[config.mk]
export PLATFORM = sky130hd
export DESIGN_NAME = mac_seq_ctrl
export DESIGN_NICKNAME = d
export VERILOG_FILES = /design/src/rtl/mac_seq_ctrl.sv
export SDC_FILE = /design/constraint.sdc
export NUM_CORES = 1
export LEC_CHECK = 0
export CAP_MARGIN = 5
export CORE_MARGIN = 1
export CORE_UTILIZATION = 55
export CTS_CLUSTER_DIAMETER = 30
export CTS_CLUSTER_SIZE = 16
export DETAILED_ROUTE_END_ITERATION = 7
export PLACE_DENSITY = 0.81
export SLEW_MARGIN = 5
export SYNTH_ARGS = -nofsm -noshare
export SYNTH_HDL_FRONTEND = slang
export SYNTH_SLANG_ARGS = --single-unit
[constraint.sdc]
create_clock -name clk -period 6.5 [get_ports clk]
set_input_delay 0.65 -clock clk [delete_from_list [all_inputs] [get_ports clk]]
set_output_delay 0.65 -clock clk [all_outputs]
set_load 0.03 [all_outputs]
[src/rtl/mac_seq_ctrl.sv]
// Sequencing controller for the DSP multiply-accumulate datapath.
// Accepts a frame of operand samples, walks a token through the pipeline
// to gate each register stage, and hands the finished result downstream.
module mac_seq_ctrl #(
    parameter int unsigned PIPE_DEPTH = 3,
    parameter int unsigned CNT_WIDTH  = 8
) (
    input  logic                  clk,
    input  logic                  a_rst_n,
    input  logic                  start,
    input  logic [CNT_WIDTH-1:0]  frame_len,
    input  logic                  abort,
    input  logic                  in_valid,
    output logic                  in_ready,
    output logic [PIPE_DEPTH-1:0] ce_stage,
    output logic                  acc_ce,
    output logic                  acc_clr,
    output logic                  res_ce,
    output logic                  dp_s_rst,
    output logic                  out_valid,
    input  logic                  out_ready,
    output logic                  busy,
    output logic [CNT_WIDTH-1:0]  frame_cnt
);

    typedef enum logic [2:0] {
        S_IDLE,
        S_LOAD,
        S_DRAIN,
        S_RESULT,
        S_DONE
    } state_t;

    state_t                r_state;
    state_t                w_state_nxt;
    logic [PIPE_DEPTH-1:0] r_tok;
    logic [PIPE_DEPTH-1:0] r_fst;
    logic [PIPE_DEPTH-1:0] w_tok_nxt;
    logic [PIPE_DEPTH-1:0] w_fst_nxt;
    logic [CNT_WIDTH-1:0]  r_len;
    logic [CNT_WIDTH-1:0]  r_frame_cnt;
    logic [CNT_WIDTH-1:0]  r_ret_cnt;
    logic [CNT_WIDTH-1:0]  w_frame_inc;
    logic [CNT_WIDTH-1:0]  w_ret_inc;
    logic                  r_res_ce;
    logic                  r_busy;
    logic                  r_dp_s_rst;
    logic                  w_accept;
    logic                  w_start_ok;
    logic                  w_abort_ok;
    logic                  w_last_acc;
    logic                  w_last_ret;

    assign in_ready    = (r_state == S_LOAD);
    assign out_valid   = (r_state == S_DONE);
    assign w_accept    = in_valid & in_ready;
    assign w_start_ok  = (r_state == S_IDLE) & start & (frame_len != '0);
    assign w_abort_ok  = abort & (r_state != S_IDLE);
    assign w_frame_inc = r_frame_cnt + CNT_WIDTH'(1);
    assign w_ret_inc   = r_ret_cnt + CNT_WIDTH'(1);
    assign w_last_acc  = w_accept & (w_frame_inc == r_len);
    assign w_last_ret  = r_tok[PIPE_DEPTH-1] & (w_ret_inc == r_len);

    // Stage k is enabled by the token that entered k cycles ago; the first-sample
    // marker travels alongside so acc_clr comes straight off a flop.
    assign w_tok_nxt = (r_tok << 1) | PIPE_DEPTH'(w_accept);
    assign w_fst_nxt = (r_fst << 1) | PIPE_DEPTH'(w_accept & (r_frame_cnt == '0));

    assign ce_stage  = w_tok_nxt;
    assign acc_ce    = r_tok[PIPE_DEPTH-1];
    assign acc_clr   = r_fst[PIPE_DEPTH-1];
    assign res_ce    = r_res_ce;
    assign dp_s_rst  = r_dp_s_rst;
    assign busy      = r_busy;
    assign frame_cnt = r_frame_cnt;

    // State register.
    always_ff @(posedge clk or negedge a_rst_n) begin
        if (!a_rst_n) begin
            r_state <= S_IDLE;
        end else begin
            r_state <= w_state_nxt;
        end
    end

    // Next-state decode; abort overrides every other transition.
    always_comb begin
        w_state_nxt = r_state;
        if (w_abort_ok) begin
            w_state_nxt = S_IDLE;
        end else begin
            case (r_state)
                S_IDLE:   if (w_start_ok) w_state_nxt = S_LOAD;
                S_LOAD: begin
                    if (w_last_ret)      w_state_nxt = S_RESULT;
                    else if (w_last_acc) w_state_nxt = S_DRAIN;
                end
                S_DRAIN:  if (w_last_ret) w_state_nxt = S_RESULT;
                S_RESULT: w_state_nxt = S_DONE;
                S_DONE:   if (out_ready) w_state_nxt = S_IDLE;
                default:  w_state_nxt = S_IDLE;
            endcase
        end
    end

    // Token pipe and first-sample marker pipe.
    always_ff @(posedge clk or negedge a_rst_n) begin
        if (!a_rst_n) begin
            r_tok <= '0;
            r_fst <= '0;
        end else if (w_abort_ok) begin
            r_tok <= '0;
            r_fst <= '0;
        end else begin
            r_tok <= w_tok_nxt;
            r_fst <= w_fst_nxt;
        end
    end

    // Frame length latch plus accepted and retired sample counters.
    always_ff @(posedge clk or negedge a_rst_n) begin
        if (!a_rst_n) begin
            r_len       <= '0;
            r_frame_cnt <= '0;
            r_ret_cnt   <= '0;
        end else if (w_abort_ok) begin
            r_frame_cnt <= '0;
            r_ret_cnt   <= '0;
        end else if (w_start_ok) begin
            r_len       <= frame_len;
            r_frame_cnt <= '0;
            r_ret_cnt   <= '0;
        end else begin
            if (w_accept) r_frame_cnt <= w_frame_inc;
            if (acc_ce)   r_ret_cnt   <= w_ret_inc;
        end
    end

    // Registered status strobes, derived from the upcoming state so they align with it.
    always_ff @(posedge clk or negedge a_rst_n) begin
        if (!a_rst_n) begin
            r_res_ce   <= 1'b0;
            r_busy     <= 1'b0;
            r_dp_s_rst <= 1'b0;
        end else begin
            r_res_ce   <= (w_state_nxt == S_RESULT);
            r_busy     <= (w_state_nxt != S_IDLE);
            r_dp_s_rst <= w_abort_ok;
        end
    end

endmodule

==> impl_metrics.yaml, run 1 <==
run_status:
  outcome: "finished clean"
placed_design:
  postPlaceCellArea_um2: 2421
  hpwl_um: 3315
  place_congestion: 0.8954
  dpl.cell_count: 290
  port-buffer-count: 31
  place_ws_ns: 3.753
setup_path:
  worstPathArrival_ns: 2.09
  worst-path-max-fanout: 4
  required_ns: 5.85
  path_common_cell: "clkdlybuf4s50_1"
  crit_chain: "clkdlybuf4s50_1, and4bb_2, clkdlybuf4s50_1"
  timing.rr.start: "frame_cnt[0]"
  cp_num_buf_inv: 2
  slowest_delay_ns: 0.69
  worst_path_dominant_cell_family: "buffers and inverters"
  cp-end-kind: "primary output"
  worst_path_max_delay_cell: "clkdlybuf4s50_1"
  crit_path_start: "in_valid"
  start_kind: "input pin"
  crit_type: "input pin to primary output"
timing:
  finalCriticalPeriod_ns: 2.739
  setup_tns_ns: 0
  rsz0062_at_grt: "false"
  final.period_utilization_pct: 42.14
  hold_ws_ns: 0.4516
  finClkSkew_ns: 0.008115
  setup_slack_ns: 3.761
  hold_violations: 0
  finalMaxSlewViolations: 0
  worst_pin_slew_ns: 0.5144
  slew_headroom_pct: 65.34
  setup_violations: 0
  fmax_mhz: 365.1
logic_synthesis:
  yosys_warnings: 0
  avgSynthCellArea_um2: 9.496
  synth_seq_area_share_pct: 42.35
  syn_area_um2: 2127
  synth_edf_count: 0
  synthCells: 224
  synth_nets: 241
  synth_cell_types: 50
  async_flop_share_pct: 100.0
  ys_seq_elements: 36
  synth_flop_cell: "dfrtp_1"
grt:
  grt_max_degree: 37
  groute.usage.overall_pct: 25.25
  grt_pass1_vias: 1625
  grt_pass1_wl_um: 7852
  grt_overflow: 0
  antenna_found_initial: 0
detailed_routing:
  antenna_left: 0
  wire_per_inst_um: 15.19
  vias_per_cell: 5.779
  totalWireLength_um: 4526
  wl_met1_um: 2175
  vias: 1722
  wl_met3_um: 173
  drt_first_pass_iters: 4
  dr_wl_met2_um: 2039
  drt_iter0_drc: 95
  drc: 0
  top_layer_used: "met4"
die:
  row_count: 22
  dieArea_um2: 4120
  core-area_um2: 3689
  die_w_um: 64.19
  dieHeight_um: 64.19
  start_util_pct: 57.67
  io_pins: 32
pwr:
  p_clk_share_pct: 20.0
  power_density_nw_per_um2: 320.8
  switching_share_pct: 37.97
  p_leak_nw: 1.015
  comb_power_share_pct: 38.6
  irDropWorstVdd_v: 0.0002079
  power_uw: 805.6
  power.share.sequential_pct: 41.4
  p_int_uw: 499.7
  p_switching_uw: 305.9
cells_and_area:
  synthToLayoutAreaGrowth_pct: 18.06
  ff_latch_area_um2: 900.9
  antenna_cells: 0
  final_nets: 266
  finish.utilization_pct: 68.08
  final_cell_area_um2: 2511
  fillerInstances: 304
  layout_common_cells: "36 x dfrtp_1, 31 x clkdlybuf4s50_1, 25 x nor2_1, 15 x xnor2_1, 14 x nand2_1"
  finalNonFillerCells: 298
  multi_input_area_um2: 1097
  final_common_cell: "dfrtp_1"
  drive_gt1_share_pct: 10.40
min_path:
  worst_hold_path_type: "flip-flop to flip-flop"
  holdCritStartpoint: "r_fst[0]"
clock_network:
  cts_tree: "built"
  hold_buffers: 0
  clk_latency_ns: 0.29
  ctsRootBufferMaster: "clkbuf_8"
  post_cts_resized: 0
  htreeDepth: 2
  numClockSinks: 36
  postCtsSetupBuffers: 0
  cts_buffer_depth: 2
  cts-buffers-inserted: 5
  clkSlewWorstSetupHoldPaths_ns: 0.06
job:
  cap_violations: 0
cell families after synthesis:
| kind of cell | share of synthesized area, % |
|---|---|
| xor+xnor | 9.883 |
| compound gates | 14.88 |
| mux | 4.177 |
| simple gates | 20.88 |
| buf+inv | 6.059 |
| flops | 42.35 |
| fa+ha+maj | 1.765 |
final cells by class:
class	count	share of cell area (%)
well taps	48	2.392
multi-input cells	163	43.70
clock buffers	8	3.587
flip-flops and latches	36	35.87
inverters	10	1.495
repair buffers	33	12.95
flip-flops by register name (all words and copies together) (netlist names):
name and cells:
frame_cnt 8, r_len 8, r_ret_cnt 8, r_fst 3, r_state 3, r_tok 3
busy 1, dp_s_rst 1, res_ce 1
layer usage:
| metal | vias to the layer above | GRT usage [%] |
|---|---|---|
| met5 | - | 0 |
| met4 | 0 | 12.22 |
| li1 | 834 | - |
| met3 | 15 | 5.536 |
| met2 | 43 | 36.57 |
| met1 | 830 | 35.54 |
worst reg2reg max path, delay by kind of cell, from the launching register on:
family	cells	cell delay, ns
AOI/OAI and AO/OA	4	0.52
adders and majority gates	1	0.31
DFF	1	0.55
and+or+nand+nor	3	1.06
power groups by stage:
stage               combinational [mW]  clock (mW)  sequential (mW)
detailed placement               0.308           0            0.336
floorplan                        0.211           0            0.336
global placement                 0.301           0            0.335
finish                           0.311       0.161            0.333
CTS                              0.310       0.164            0.332
global route                     0.340       0.177            0.340
worst paths after layout:
| path | cells past startpoint | endpoint | slack (ns) |
|---|---|---|---|
| worst max-delay path | 3 | ce_stage[0] | 3.76 |
| worst min-delay path | 1 | r_fst[1] | 0.45 |
| worst max register to register | 8 | res_ce | 3.96 |
| worst min register to register | 1 | r_fst[1] | 0.45 |
| max in group asynchronous | 2 | busy | 5.40 |
| min in group asynchronous | 2 | r_ret_cnt[3] | 0.78 |
synthesized netlist by cell type (3+ instances only):
library cell | instances | area share [%]
a211oi_1 | 3 | 1.1
a21oi_1 | 6 | 1.4
a31oi_1 | 4 | 1.2
and2_1 | 8 | 2.4
buf_2 | 4 | 0.94
buf_6 | 3 | 1.6
clkbuf_1 | 6 | 1.1
dfrtp_1 | 36 | 42
ha_1 | 3 | 1.8
inv_1 | 10 | 1.8
mux2_2 | 7 | 3.7
nand2_1 | 14 | 2.5
nand3_1 | 9 | 2.1
nand4_1 | 5 | 1.5
nor2_1 | 25 | 4.4
nor4_1 | 3 | 0.88
o21ai_0 | 13 | 3.1
o31ai_1 | 3 | 1.1
xnor2_1 | 15 | 6.2
xor2_1 | 9 | 3.7
(Power assumes the default switching activity.)
==> inputs of run 2 (changes only) <==
CORE_UTILIZATION = 49   (was 55)
PLACE_DENSITY = 0.76   (was 0.81)
clock period = 2.4 ns   (was 6.5 ns; I/O delays follow)
==> run 2 against run 1 <==
  * Largest power group is now combinational cells
  * Hold slack worse by 0.43 ns
  * Design area increased by 4.0%
  * Count of clock-buffer cells in the layout shrank 3
  * Largest cell class unchanged
==> impl_metrics.yaml, run 2 (same netlist as run 1, synthesis figures left out) <==
detailed_routing:
  wire_per_inst_um: 15.73
  vias_per_cell: 5.887
  antenna_left: 0
  drc: 0
  totalWireLength_um: 4876
  drt_first_pass_iters: 5
  vias: 1825
  drt_iter0_drc: 105
setup_path:
  cp-end-kind: "flip-flop"
  crit_type: "flip-flop to flip-flop"
  required_ns: 2.56
  timing.rr.start: "frame_cnt[1]"
  r2r_cells: 7
  worstPathArrival_ns: 2.40
  rrSetupSlack_ns: 0.16
  timing.rr.end: "r_state[0]"
  start_kind: "flip-flop"
  worst-path-max-fanout: 8
grt:
  antenna_found_initial: 0
  grt_max_degree: 37
  grt_overflow: 0
  groute.usage.overall_pct: 22.96
  grt_pass1_vias: 1596
  grt_pass1_wl_um: 7631
timing:
  final.period_utilization_pct: 93.20
  rsz0062_at_grt: "false"
  fmax_mhz: 447.1
  setup_violations: 0
  finalCriticalPeriod_ns: 2.237
  setup_tns_ns: 0
  hold_violations: 0
  worst_pin_slew_ns: 0.7904
  slew_headroom_pct: 47.31
  finClkSkew_ns: 0.005067
  finalMaxSlewViolations: 0
run_status:
  outcome: "finished clean"
cells_and_area:
  fillerInstances: 357
  layout_common_cells: "34 x dfrtp_1, 30 x clkdlybuf4s50_1, 25 x nor2_1, 15 x xnor2_1, 14 x nand2_1"
  drive_gt1_share_pct: 16.92
  synthToLayoutAreaGrowth_pct: 22.82
  final_nets: 276
  antenna_cells: 0
  final_common_cell: "dfrtp_1"
  finish.utilization_pct: 63.93
clock_network:
  clk_latency_ns: 0.30
  cts_tree: "built"
  ctsRootBufferMaster: "clkbuf_8"
  hold_buffers: 0
  numClockSinks: 36
  clkSlewWorstSetupHoldPaths_ns: 0.07
  cts_buffer_depth: 2
  cts-buffers-inserted: 5
  htreeDepth: 2
die:
  die_w_um: 67.89
  dieHeight_um: 67.89
  io_pins: 32
  start_util_pct: 52.05
  core-area_um2: 4086
  row_count: 23
  dieArea_um2: 4608
pwr:
  p_leak_nw: 1.070
  power_density_nw_per_um2: 895.9
  irDropWorstVdd_v: 0.0005604
placed_design:
  place_congestion: 0.8928
  hpwl_um: 3525
  port-buffer-count: 31
job:
  cap_violations: 0
min_path:
  worst_hold_path_type: "input pin to asynchronous set/reset pin"
[run 2: cell type report]
cell class	instances	area, um2	share of cell area (%)
inverter	10	37.54	1.437
timing repair buffer	43	395.4	15.13
clock buffer	5	68.82	2.634
tap	50	62.56	2.395
multi-input combinational	163	1102	42.19
clock inverter	3	42.54	1.628
sequential	36	903.4	34.58
[run 2: critical path, cell delays in order, from the launching register on]
cell	delay (ns)
dfrtp_2	0.44
ha_2	0.25
and3_2	0.25
and3_1	0.17
o32ai_1	0.07
or4_4	0.53
o21ai_0	0.28
a211oi_1	0.12
[run 2: per-layer routing]
layer  part of all wire (%)  wire, um  track usage (%)  vias to the layer above
met5                      0         0                0                        -
met4                    2.6       125            11.98                        0
met3                    4.9       238            4.500                       15
met2                     50      2438            36.39                       53
met1                     43      2074            29.60                      901
li1                       -         -                -                      856
[run 2: what timing repair did]
action                     in CTS  in global routing
setup buffers                   0                  4
setup endpoints to repair       0                  2
gates resized for setup         0                  3
[run 2: metrics by stage]
stage               instances  setup WS [ns]  area, um2  hold slack [ns]  power, mW
global placement          298         0.1198       2466           0.3626      1.753
floorplan                 224        0.07963       2130         -0.05559      1.482
global route              310        0.01987       2613          0.08993      2.478
detailed placement        298        0.06972       2466           0.3687      1.770
CTS                       306        0.01916       2577          0.04881      2.311
finish                    310         0.1632       2613          0.02541      2.340
[run 2: worst max path at each step]
stage | from | to | slack [ns] | cells past startpoint
final | frame_cnt[1] | r_state[0] | 0.16 | 7
after global routing | frame_cnt[1] | res_ce | 0.02 | 7
after CTS | frame_cnt[0] | res_ce | 0.02 | 8
after detailed placement | frame_cnt[0] | res_ce | 0.07 | 8
after global placement | frame_cnt[0] | res_ce | 0.12 | 8
after floorplan | frame_cnt[1] | res_ce | 0.08 | 9
[run 2: power by group]
group          leakage, nW  internal [mW]  switching [mW]
Combinational        0.542          0.437           0.465
Sequential           0.474          0.729           0.172
Clock               0.0541          0.307           0.231
==> inputs of run 3 (changes only) <==
CELL_PAD_IN_SITES_DETAIL_PLACEMENT = 0   (was unset)
CELL_PAD_IN_SITES_GLOBAL_PLACEMENT = 2   (was unset)
CORE_UTILIZATION = 30   (was 49)
GPL_ROUTABILITY_DRIVEN = 0   (was unset)
PLACE_DENSITY = unset   (was 0.76)
PLACE_DENSITY_LB_ADDON = 0.1   (was unset)
==> run 3 against run 2 <==
  * Largest cell class unchanged
  * Global-route usage fell by 7.4 points
  * Cell count up 17%
  * Fmax shrank 0.44%
  * Critical path type unchanged
  * Largest power group unchanged
  * Non-clock buffer count up 6
  * Die area grew 61%
  * Clock skew grew 0.0015 ns
  * Wire length increased by 11%
  * Critical path depth rose by 1
  * Sequential cell count is the same
==> impl_metrics.yaml, run 3 (same netlist as run 1, synthesis figures left out) <==
timing:
  setup_tns_ns: 0
  setup_violations: 0
  hold_violations: 0
  finClkSkew_ns: 0.006602
  finalMaxSlewViolations: 0
  slew_headroom_pct: 43.94
  final.period_utilization_pct: 93.62
  fmax_mhz: 445.1
  worst_pin_slew_ns: 0.8409
  rsz0062_at_grt: "false"
  finalCriticalPeriod_ns: 2.247
clock_network:
  ctsRootBufferMaster: "clkbuf_8"
  cts_tree: "built"
  htreeDepth: 2
  clkSlewWorstSetupHoldPaths_ns: 0.08
  clk_latency_ns: 0.29
  cts_buffer_depth: 2
  cts-buffers-inserted: 5
  numClockSinks: 36
grt:
  groute.usage.overall_pct: 15.57
  grt_use_met3_pct: 2.857
  top_usage_layer: "met2"
  met2_usage_pct: 26.55
  grt_max_degree: 37
  use_met1_pct: 20.50
  antenna_found_initial: 0
  grt_pass1_vias: 1679
  grt_pass1_wl_um: 8880
  grt_overflow: 0
pwr:
  comb_power_share_pct: 39.3
  power_density_nw_per_um2: 877.3
  power.share.sequential_pct: 37.6
  p_switching_uw: 882.1
  power_mw: 2.384
  p_leak_nw: 1.116
  irDropWorstVdd_v: 0.0003483
  switching_share_pct: 37.00
  p_int_mw: 1.502
  p_clk_share_pct: 23.1
die:
  row_count: 30
  io_pins: 32
  dieHeight_um: 86.20
  dieArea_um2: 7430
  die_w_um: 86.20
  start_util_pct: 31.14
  core-area_um2: 6832
detailed_routing:
  vias: 1764
  antenna_left: 0
  totalWireLength_um: 5426
  drt_first_pass_iters: 4
  drc: 0
  wire_per_inst_um: 14.99
  drt_iter0_drc: 56
  vias_per_cell: 4.873
run_status:
  outcome: "finished clean"
cells_and_area:
  drive_gt1_share_pct: 18.05
  finalNonFillerCells: 362
  antenna_cells: 0
  layout_common_cells: "32 x dfrtp_1, 30 x clkdlybuf4s50_1, 25 x nor2_1, 17 x buf_4, 15 x xnor2_1"
  final_nets: 282
  final_common_cell: "dfrtp_1"
  fillerInstances: 702
  synthToLayoutAreaGrowth_pct: 27.76
placed_design:
  port-buffer-count: 31
  hpwl_um: 3953
  dpl.cell_count: 346
setup_path:
  slowest_delay_ns: 0.51
  start_kind: "flip-flop"
  required_ns: 2.58
  worst_path_max_delay_cell: "or4_4"
  timing.rr.end: "res_ce"
  worst-path-max-fanout: 6
  timing.rr.start: "frame_cnt[0]"
  worstPathArrival_ns: 2.43
  crit_chain: "dlymetal6s2s_1, nand4_1, o31ai_1, o211ai_1, or4_4, o21ai_2, a21oi_2, a2111oi_2"
  crit_path_start: "frame_cnt[0]"
  crit_type: "flip-flop to flip-flop"
  r2r_cells: 8
  rrSetupSlack_ns: 0.15
  cp-end-kind: "flip-flop"
job:
  cap_violations: 0
min_path:
  worst_hold_path_type: "input pin to asynchronous set/reset pin"
==> run 3: worst max-delay path by stage <==
stage	slack (ns)	to	cells past startpoint
6_report	0.15	res_ce	8
5_1_grt	0.008	res_ce	8
4_1_cts	0.05	res_ce	9
3_5_place_dp	0.09	res_ce	9
3_3_place_gp	0.16	res_ce	9
2_1_floorplan	0.08	res_ce	9
==> run 3: final cells by class <==
cell class | count | area [um2] | share of cell area [%]
Multi-Input combinational cell | 163 | 1097 | 40.38
Clock buffer | 5 | 68.82 | 2.532
Clock inverter | 3 | 42.54 | 1.565
Inverter | 10 | 37.54 | 1.381
Tap cell | 96 | 120.1 | 4.420
Sequential cell | 36 | 905.9 | 33.33
Timing Repair Buffer | 49 | 445.4 | 16.39
==> run 3: through the flow <==
step | area [um2] | utilization, % | hold slack [ns] | setup WS, ns
2_1_floorplan | 2130 | - | -0.05559 | 0.07963
3_3_place_gp | 2539 | 37.16 | 0.4018 | 0.1648
3_5_place_dp | 2539 | 37.16 | 0.4072 | 0.08982
4_1_cts | 2650 | 38.79 | 0.08889 | 0.05177
5_1_grt | 2718 | 39.78 | 0.1241 | 0.008380
6_report | 2718 | 39.78 | 0.04826 | 0.1532
==> run 3: power groups by stage <==
stage               logic (mW)  clock network (mW)  registers [mW]
floorplan                0.570                   0           0.912
global placement         0.869                   0           0.923
detailed placement       0.867                   0           0.922
CTS                      0.871               0.571           0.910
global route              1.03               0.590           0.922
finish                   0.937               0.550           0.897
==> run 3: repair_timing <==
| action | 4_1_cts | 5_1_grt |
|---|---|---|
| endpoints found under the setup margin | 0 | 2 |
| hold endpoints to repair | 0 | 0 |
| gates resized for setup | 0 | 3 |
| buffers inserted | 0 | 8 |
| hold buffers | 0 | 0 |
==> run 3: worst max-delay path, delay by kind of cell, from the launching register on <==
family,cells,cell delay [ns]
flops,1,0.42
buf+inv,1,0.21
simple gates,2,0.69
compound gates,5,0.82
==> run 3: routing by layer <==
layer	vias up	wire length [um]	share of wire [%]
met5	-	0	0
met4	0	32	0.59
met3	2	117	2.2
met2	25	2731	50
met1	860	2545	47
li1	877	-	-
==> edit 1, RTL diff (config.mk and constraints of run 2) <==
Reset style: synchronous (`a_rst_n`), changed in 4 clocked blocks.
--- a/src/rtl/mac_seq_ctrl.sv
+++ b/src/rtl/mac_seq_ctrl.sv
@@ -75,7 +75,7 @@
     assign frame_cnt = r_frame_cnt;
 
     // State register.
-    always_ff @(posedge clk or negedge a_rst_n) begin
+    always_ff @(posedge clk) begin
         if (!a_rst_n) begin
             r_state <= S_IDLE;
         end else begin
@@ -104,7 +104,7 @@
     end
 
     // Token pipe and first-sample marker pipe.
-    always_ff @(posedge clk or negedge a_rst_n) begin
+    always_ff @(posedge clk) begin
         if (!a_rst_n) begin
             r_tok <= '0;
             r_fst <= '0;
@@ -118,7 +118,7 @@
     end
 
     // Frame length latch plus accepted and retired sample counters.
-    always_ff @(posedge clk or negedge a_rst_n) begin
+    always_ff @(posedge clk) begin
         if (!a_rst_n) begin
             r_len       <= '0;
             r_frame_cnt <= '0;
@@ -137,7 +137,7 @@
     end
 
     // Registered status strobes, derived from the upcoming state so they align with it.
-    always_ff @(posedge clk or negedge a_rst_n) begin
+    always_ff @(posedge clk) begin
         if (!a_rst_n) begin
             r_res_ce   <= 1'b0;
             r_busy     <= 1'b0;
Formal check against the unedited RTL: differs if a_rst_n is asserted again (counterexample within 4 cycles, from zero or initial values and one cycle with a_rst_n low); with a_rst_n held inactive, the same outputs for 10 cycles.
==> edit 1 against run 2 <==
Final cell count decreased by 1.3%; synthesized area shrank 7.9%; largest cell class unchanged; sequential cell count unchanged; critical path type is now reg -> out; synthesized cell count is 0.45% lower; final area down 7.8%; clock skew about the same; routed wire length down 13%; setup slack worse by 0.038 ns; non-clock buffer count decreased by 5; first-iteration DRC count rose by 24%.
Power is not compared: it rests on default switching activity, and its combinational part moved more than twofold at a synthesized area within 25%.
==> edit 1: results <==
outcome:
  status: "finished clean"
yosys:
  yosys_warnings: 0
  synth-seq-area-share_pct: 36.8
  ys_top_cells_by_area: "dfxtp_1, xnor2_1, nor2_1"
  ys.flop_type: "dfxtp_1"
  synth_fa_ha_area_share_pct: 2.43
  async_reset_ff_share_pct: 0
  syn_nets: 240
  synth-xor-area-share_pct: 13.0
  synth_commonest_cells: "dfxtp_1, nor2_1, xnor2_1"
  post_synth_mux_area_share_pct: 4.60
  synth_cells: 223
  synth_compound_gate_area_share_pct: 10.0
timing:
  fin_skew_ns: 0.00547
  tightest_slew_ns: 0.526
layout:
  buf_share_pct: 15.1
  nNonClkInverters: 9
  clk_share_pct: 3.84
  nets: 274
  utilization_pct: 64.4
  nClkBuffers: 6
  buffers: 38
  fillers: 333
  seq_area_share_pct: 29.9
  multi_input_area_share_pct: 47.3
  drive_gt1_share_pct: 9.69
critical_path:
  reg2reg_depth: 6
  rr_startpoint: "r_ret_cnt[0]$_SDFFE_PP0P_"
  arrival_ns: 2.03
  worst_path_largest_cell_delay_ns: 0.70
  r2r-end: "res_ce$_SDFF_PN0_"
  r2r_slack_ns: 0.20
  slowest_stage: "clkdlybuf4s50_1"
  critical_path.top_delay_family: "buffers and inverters"
route:
  num_vias: 1649
  wl_met2_um: 1860
  wire_per_inst_um: 13.8
  dr_wl_met3_um: 173
  drt_iter0_drc: 130
  drtPass1Iterations: 4
  m1WireLength_um: 2090
placement:
  place_area_um2: 2320
  place_ws_ns: 0.0651
  hpwl_um: 3140
  place.gp.congestion: 0.831
min_path:
  hold_path.class: "reg -> reg"
pwr:
  seqPwrFrac_pct: 51.0
grt:
  grt_pass1_wl_um: 7290
  grt_max_degree: 18
  grt_usage_pct: 23.0
clock_network:
  cts_resized: 0
  ctsRootBufferMaster: "clkbuf_8"
## edit 1: cell count changes in the layout (fill, tap and decap cells not counted), moves of 5 or more
cell,change
mux2i_1,+8
o21ai_0,-10
mux2_2,-7
dfrtp_1,-34
dfxtp_1,+36
buf_4,-5
and3_1,+7
nor2b_1,+8
## edit 1: how the worst max path moves through the flow
stage	from	endpoint	slack [ns]	cells past startpoint
finish	r_state[0]$_SDFF_PN0_	ce_stage[0]	0.13	4
global route	frame_cnt[1]$_SDFFE_PP0P_	r_state[1]$_SDFF_PN0_	0.02	7
CTS	r_state[0]$_SDFF_PN0_	ce_stage[0]	0.13	4
detailed placement	abort	res_ce$_SDFF_PN0_	0.07	6
global placement	abort	r_state[0]$_SDFF_PN0_	0.13	6
floorplan	frame_cnt[0]$_SDFFE_PP0P_	r_state[0]$_SDFF_PN0_	0.16	7
## edit 1: per-layer routing
layer	global-route usage, %	vias to the layer above
met3	6.77	8
met2	35.7	38
met5	0	-
met1	29.1	761
li1	-	842
met4	10.3	0
==> edit 2, RTL diff (flow settings as in run 2) <==
Without the edit above. Change the parameter `CNT_WIDTH` from 8 to 12.
--- a/src/rtl/mac_seq_ctrl.sv
+++ b/src/rtl/mac_seq_ctrl.sv
@@ -3,7 +3,7 @@
 // to gate each register stage, and hands the finished result downstream.
 module mac_seq_ctrl #(
     parameter int unsigned PIPE_DEPTH = 3,
-    parameter int unsigned CNT_WIDTH  = 8
+    parameter int unsigned CNT_WIDTH  = 12
 ) (
     input  logic                  clk,
     input  logic                  a_rst_n,
Ports: changed (resized frame_cnt and frame_len); port bits go from 32 to 40. The function was not compared with the original's and may differ.
==> edit 2 against run 2 <==
Clock skew is 0.00087 ns higher; final area is 40% higher; synthesized area is 38% higher; setup slack worse by 0.071 ns; count of clock-buffer cells in the layout is 1 higher; power is 7.9% lower; via count is 42% higher; global-route usage is 1.6 points higher; first-iteration DRC count is 120% higher; routed wire length is 47% higher; synthesized cell count is 39% higher; sequential cell count is 12 higher.
==> edit 2: results <==
outcome:
  status: "finished clean"
placement:
  place.gp.congestion: 0.912
  place_ws_ns: 0.0463
  io_buffers: 39
grt:
  use_met2_pct: 38.4
  grt_pass1_vias: 2394
  grt_usage_pct: 24.5
  grt_pass1_wl_um: 11800
layout:
  nClkBuffers: 6
  multi_input_area_um2: 1660
  drive_gt1_share_pct: 18.2
  clk_share_pct: 2.12
  fillers: 461
  buf_share_pct: 15.9
yosys:
  synth_commonest_cells: "dfrtp_1, nor2_1, xnor2_1"
  synth_fa_ha_area_share_pct: 1.28
  avgSynthCellArea_um2: 9.46
  post_synth_mux_area_share_pct: 4.93
  syn_nets: 332
  synth-xor-area-share_pct: 11.3
timing:
  whs_ns: 0.0296
critical_path:
  cp-endpoint: "res_ce$_DFF_PN0_"
  arrival_ns: 2.51
  reg2reg_depth: 9
route:
  num_vias: 2594
  wirelength_um: 7170
  drt_iter0_drc: 226
-- edit 2: stage by stage --
step / setup TNS (ns) / instance area [um^2]
after detailed placement: 0 / 3520
after CTS: 0 / 3590
after floorplan: 0 / 2940
final: 0 / 3660
after global routing: -0.0543 / 3660
after global placement: 0 / 3520
-- edit 2: cell families after synthesis --
group                    count (synthesis)
AND/OR/NAND/NOR                        123
AO/OA/AOI/OAI                           61
flip-flops                              48
XOR/XNOR                                38
buffers and inverters                   25
multiplexers                            13
adder cells (fa/ha/maj)                  3
-- edit 2: metal layers --
metal	routed length (um)	part of all wire (%)	vias up
met4	137	1.9	0
met2	3300	46	95
met5	0	0	-
met1	3310	46	1247
met3	429	6.0	12
li1	-	-	1240
-- edit 2: critical path, cell delays in order (launching register included) --
cell and delay [ns]:
dfrtp_2 0.40, inv_1 0.06, ha_1 0.33, xor2_1 0.15, nor2_1 0.16, nand2_1 0.07, a2111o_1 0.39, nor4_4 0.28
o21bai_1 0.12, a211oi_1 0.25
